[src/rtl/tick_debouncer_if.sv]
// Pin-level bundle between the debouncer and its surroundings: tick/din in, clean level and strobes out.
// The master side drives tick and din; the slave side (the debouncer) drives dout, rise and fall.
interface tick_debouncer_if;
   logic tick;
   logic din;
   logic dout;
   logic rise;
   logic fall;

   modport master (
      output tick,
      output din,
      input  dout,
      input  rise,
      input  fall
   );

   modport slave (
      input  tick,
      input  din,
      output dout,
      output rise,
      output fall
   );
endinterface

[src/rtl/tick_debouncer.sv]
// Debounces one asynchronous pin using the prescaler tick as a sample enable;
// produces a registered clean level plus single-cycle rise/fall strobes.
module tick_debouncer #(
   parameter int   STABLE_TICKS = 3,
   parameter int   CNT_WIDTH    = 2,
   parameter logic INIT_LEVEL   = 1'b0
) (
   input  logic               clk,
   input  logic               rst_n,
   tick_debouncer_if.slave    bus
);

   typedef enum logic {
      ST_STABLE  = 1'b0,
      ST_CONFIRM = 1'b1
   } state_t;

   localparam logic [CNT_WIDTH-1:0] CNT_ONE  = CNT_WIDTH'(1);
   localparam logic [CNT_WIDTH-1:0] CNT_LAST = CNT_WIDTH'(STABLE_TICKS - 1);

   logic                 r_sync1;
   logic                 r_sync2;
   state_t               r_state;
   logic [CNT_WIDTH-1:0] r_cnt;
   logic                 r_dout;
   logic                 r_rise;
   logic                 r_fall;
   logic                 w_diff;

   assign w_diff = (r_sync2 != r_dout);

   // NOTE: every flop here takes its reset value asynchronously so the outputs are clean
   // the instant rst_n falls, without waiting for a clock edge.
   always_ff @(posedge clk or negedge rst_n) begin
      if (!rst_n) begin
         r_sync1 <= INIT_LEVEL;
         r_sync2 <= INIT_LEVEL;
      end else begin
         // NOTE: non-blocking assignments make sync2 take the old sync1, forming a true 2-flop chain.
         r_sync1 <= bus.din;
         r_sync2 <= r_sync1;
      end
   end

   always_ff @(posedge clk or negedge rst_n) begin
      if (!rst_n) begin
         r_state <= ST_STABLE;
         r_cnt   <= '0;
         r_dout  <= INIT_LEVEL;
         r_rise  <= 1'b0;
         r_fall  <= 1'b0;
      end else begin
         // Strobes last one clock regardless of tick; only state, cnt and dout wait for tick.
         r_rise <= 1'b0;
         r_fall <= 1'b0;
         if (bus.tick) begin
            unique case (r_state)
               ST_STABLE: begin
                  if (!w_diff) begin
                     r_cnt <= '0;
                  end else if (STABLE_TICKS == 1) begin
                     r_dout <= ~r_dout;
                     r_rise <= ~r_dout;
                     r_fall <= r_dout;
                  end else begin
                     r_state <= ST_CONFIRM;
                     r_cnt   <= CNT_ONE;
                  end
               end
               ST_CONFIRM: begin
                  if (!w_diff) begin
                     r_state <= ST_STABLE;
                     r_cnt   <= '0;
                  end else if (r_cnt == CNT_LAST) begin
                     r_dout  <= ~r_dout;
                     r_rise  <= ~r_dout;
                     r_fall  <= r_dout;
                     r_state <= ST_STABLE;
                     r_cnt   <= '0;
                  end else begin
                     r_cnt <= r_cnt + CNT_ONE;
                  end
               end
               default: begin
                  r_state <= ST_STABLE;
                  r_cnt   <= '0;
               end
            endcase
         end
      end
   end

   assign bus.dout = r_dout;
   assign bus.rise = r_rise;
   assign bus.fall = r_fall;

endmodule

[src/flat_wrapper.sv]
// flat-port wrapper written by rule: the top's interface ports become plain ports
module tick_debouncer_flat 
#(
   parameter int   STABLE_TICKS = 3,
   parameter int   CNT_WIDTH    = 2,
   parameter logic INIT_LEVEL   = 1'b0
)
  (clk, rst_n, bus_tick, bus_din, bus_dout, bus_rise, bus_fall);
  tick_debouncer_if bus_i ();
  input  logic clk;
  input  logic rst_n;
  input wire logic [$bits(bus_i.tick)-1:0] bus_tick;
  input wire logic [$bits(bus_i.din)-1:0] bus_din;
  output wire logic [$bits(bus_i.dout)-1:0] bus_dout;
  output wire logic [$bits(bus_i.rise)-1:0] bus_rise;
  output wire logic [$bits(bus_i.fall)-1:0] bus_fall;
  assign bus_i.tick = bus_tick;
  assign bus_i.din = bus_din;
  assign bus_dout = bus_i.dout;
  assign bus_rise = bus_i.rise;
  assign bus_fall = bus_i.fall;
  tick_debouncer #(.STABLE_TICKS(STABLE_TICKS), .CNT_WIDTH(CNT_WIDTH), .INIT_LEVEL(INIT_LEVEL)) u_core (.clk(clk), .rst_n(rst_n), .bus(bus_i));
endmodule
[config.mk]
export PLATFORM = sky130hd
export DESIGN_NAME = tick_debouncer_flat
export DESIGN_NICKNAME = d
export VERILOG_FILES = /design/src/rtl/tick_debouncer_if.sv /design/src/rtl/tick_debouncer.sv /design/src/flat_wrapper.sv
export SDC_FILE = /design/constraint.sdc
export NUM_CORES = 1
export LEC_CHECK = 0
export CAP_MARGIN = 25
export CORE_AREA = 2 2 39 41
export CTS_CLUSTER_DIAMETER = 200
export CTS_CLUSTER_SIZE = 14
export DETAILED_ROUTE_END_ITERATION = 12
export DIE_AREA = 0 0 41 43
export PLACE_DENSITY = 0.53
export SETUP_SLACK_MARGIN = 0.5
export SKIP_LAST_GASP = 1
export SLEW_MARGIN = 20
export SYNTH_ARGS = -nofsm -noshare
export SYNTH_HDL_FRONTEND = slang
export SYNTH_SLANG_ARGS = --single-unit
[constraint.sdc]
create_clock -name clk -period 1.45 [get_ports clk]
set_input_delay 0.29 -clock clk [delete_from_list [all_inputs] [get_ports clk]]
set_output_delay 0.29 -clock clk [all_outputs]
set_load 0.01 [all_outputs]
[Word-level counts from Yosys, hierarchy flattened]
Index checks and enable logic that the tools add are counted.
Operators by class
  multipliers: 0
  reductions and logical operators: 1
  multiplexer cells: 16
  add/sub/neg operators: 1
  bitwise gates (word level): 2
  $lt $le $gt $ge: 0
  shift-type cells: 0
  equal/unequal tests: 2
  divide/modulo/power cells: 0
Operator list (count)
  1-bit 2-to-1 mux: 12
  2-bit 2-to-1 mux: 2
  2-bit one-hot mux with 2 select lines: 1
  4-bit AND reduction: 1
  2-bit by 1-bit adder with 2-bit output (second input constant): 1
  2-bit equality test (second input constant): 1
  1-bit inverter: 2
  1-bit one-hot mux with 2 select lines: 1
  1-bit != test: 1
Word-level totals
  memory bits (read-only): 0
  bits of input ports: 4
  register bits after elaboration: 8
  output and inout bits: 3
  bits in writable memories: 0
  bits in latches: 0
  word-level logic and storage cells: 29
  memories: 0

[Depth between registers and ports, before layout]
  word-level depth: 5
  depth in mapped cells: 3
  depth with buffers taken out: 2

[Least setup slack after synthesis]
OpenSTA, ideal clock, no wires.
  path type: register to register
  start point: register u_core.r_cnt[0]
  end point: register u_core.r_dout (netlist: u_core.bus.dout)
  stages on the path, launching flop included: 3
  arrival time: 995 ps
  clock period less this slack: 1121 ps
  setup time: 125 ps
  setup slack: 329 ps
  path buffers: 0
  data required time: 1325 ps
  cell sequence: dfrtp_1 -> and4b_4 -> mux2_4
On the way
  cells in the longest elaborated chain, start to end: 2
RTL lines
  start: declaration: RTL line tick_debouncer.sv:24  | logic [CNT_WIDTH-1:0] r_cnt;
  start signal: assignment: RTL line tick_debouncer.sv:81  | r_cnt <= r_cnt + CNT_ONE;
  2-bit equality test: RTL line tick_debouncer.sv:74  | end else if (r_cnt == CNT_LAST) begin
  4-bit AND reduction (no line)
  end signal: assignment: RTL line tick_debouncer.sv:62  | r_dout <= ~r_dout;
  end signal: assignment: RTL line tick_debouncer.sv:75  | r_dout <= ~r_dout;
  end: declaration: RTL line tick_debouncer.sv:25  | logic r_dout;
Every way passes these cells.
A chain may end at the register's enable or synchronous reset.

[Final worst setup path]
Same ends and word-level chain as after synthesis.

==> results.txt <==
Initial Utilization: 0.2342
data required time of the worst path: 1.58 ns
root buf cell: clkbuf_4
Least-Margin Pin Slew: 0.3252 ns
Multi-input gate area: 148.9 µm²
Data arrival, critical path: 1.26 ns
Clock Skews: 0.005292 ns
worst setup margin: 0.3211 ns
Tcrit/Tclk final: 0.7785
CTS tree: yes
grt total ovfl: 0
IO Port Bufs: 6
outcome: finished, final reports clean
Max Cap Violations: 0
wire per inst: 11.86 µm
post-synthesis sequential area ratio: 0.6178
synthesized instance count: 23
Die Footprint: 1763 µm²
die height: 43 µm
total CTS buffers: 3
f_max: 885.9 MHz
1st-pass router iterations: 2
Worst R2R Path Depth: 2
drt total wl: 593 µm
pin count of the biggest net entering global routing: 9
Unique masters post-synth: 12
RSZ-0062 raised after global routing: yes
TNS Setup: 0 ns
pwr dens: 1651 nW/µm²
Critical Path Sink Type: register
area grow syn2layout: 43.63%
Sequential Area: 200.2 µm²
Via density: 4.740
Synth Area per Inst: 14.09 µm²
CP max stage delay: 0.38 ns
Remaining DRCs: 0
Worst R2R End: u_core.bus.dout
hold crit path type: input port to asynchronous set/reset pin
synthesized cell area: 324.1 µm²
antenna violations before repair: 0
post-synthesis net count: 27
synth warn: 0
first-pass GRT wire length: 986 µm
layout cells sized above 1: 0.4706
r2r setup slk: 0.32 ns
Die X: 41 µm
Period minus WS final: 1.129 ns
core area: 1384 µm²
pre-CTS setup slack: 0.009973 ns
Final Net Count: 40
All-Layer GR Usage: 0.09276
Reg clk slew, reported paths: 0.05 ns
final hold slack: 0.3043 ns
fin cells: 50
Final setup viols: 0
clock sink count: 8
clk buf depth: 2
Critical Path Fanout Max: 2
Cells after DPL: 45
fillers: 131
VDD IR-drop max: 0.7666 mV
leakage power: 0.2064 nW
synthesis-stage register bit count: 8
via count: 237
commonest non-fill, non-tap cell in the layout: dfrtp_1
vias in the first global route: 241
row count: 14
startpoint types: register
clock latency on the worst-skew pair: 0.25 ns
final core occ: 0.3363
CP cell instances: and4b_4 > mux2_4
Antenna Nets Post-Route: 0
Ant. Diodes: 0
final hold violation count: 0
Detailed Route Iter0 Violations: 5
RD Place Congestion: 0.6786
hold buffer count at CTS: 0
commonest cells after routing, fill and taps aside: 8 x dfrtp_1, 3 x clkbuf_4, 3 x buf_2
CP max stage cell: dfrtp_1
Setup CP Type: register to register
origin of the critical flop-to-flop path: u_core.r_cnt[0]
# H-tree levels: 1
final slew viol count: 0
IO Pins: 7
Rel. slew slack: 0.7825
cell type report:
cell class,instances,area share
repair buffers,9,0.1505
clock buffers,3,0.04839
well taps,16,0.04301
multi-input cells,13,0.3199
flip-flops and latches,8,0.4301
inverters,1,0.008065
worst max path at each step:
stage	start	to	slack, ns	cells past startpoint
floorplan	u_core.r_cnt[0]	u_core.bus.dout	0.33	2
global placement	bus_tick	u_core.bus.dout	0.02	3
CTS	u_core.r_cnt[0]	u_core.bus.dout	0.33	2
detailed placement	bus_tick	u_core.bus.dout	0.01	3
finish	u_core.r_cnt[0]	u_core.bus.dout	0.32	2
global route	u_core.r_cnt[0]	u_core.bus.dout	0.30	2
routing by layer:
metal | vias up | part of all wire | track usage | wire length [µm]
met4 | 0 | 0 | 0.06000 | 0
met2 | 7 | 0.55 | 0.1313 | 329
met1 | 122 | 0.36 | 0.08446 | 216
met3 | 0 | 0.081 | 0.07853 | 48
li1 | 108 | - | - | -
met5 | - | 0 | 0 | 0
logic make-up after synthesis:
family / Yosys count / synth area share
AOI/OAI and AO/OA: 4 / 0.09653
xor gates and xnor gates: 1 / 0.02703
and+or+nand+nor: 7 / 0.1660
DFF: 8 / 0.6178
muxes: 1 / 0.04632
buffers and inverters: 2 / 0.04632
stage by stage:
step | instance area, µm² | total power, mW
after CTS | 454.2 | 0.7619
final | 465.4 | 0.7686
after global placement | 400.4 | 0.4980
after detailed placement | 400.4 | 0.5149
after global routing | 465.4 | 0.8180
after floorplan | 324.1 | 0.4442
synth_stat cells:
library cell,count,area share
dfrtp_1,8,0.62
a211oi_1,2,0.046
nand4b_1,2,0.054
nor2_1,2,0.023
nor3b_1,2,0.046
and4b_4,1,0.042
buf_6,1,0.035
inv_1,1,0.012
mux2_4,1,0.046
o211a_1,1,0.031
o22ai_1,1,0.019
xnor2_1,1,0.027
timing repair:
item                                    4_1_cts  5_1_grt
resized for setup                            18        2
endpoints found under the setup margin        9        9
pin swaps                                     3        2
setup buffers                                 2        0
critical path: cells and delay by family, from the launching register on:
family	cells	cell delay (ns)
DFF	1	0.38
and+or+nand+nor	1	0.34
muxes	1	0.29
power breakdown:
group	switching, mW	internal [mW]	leakage (nW)
logic	0.114	0.166	0.0921
clock network	0.0647	0.0939	0.0138
registers	0.0520	0.278	0.100
total	0.231	0.538	0.206
flip-flops by register name (all words and copies together) (netlist names):
register	cells
u_core.bus.fall	1
u_core.r_sync1	1
u_core.bus.rise	1
u_core.r_cnt	2
u_core.r_state	1
u_core.r_sync2	1
u_core.bus.dout	1
Power figures use the tool's default switching activity.
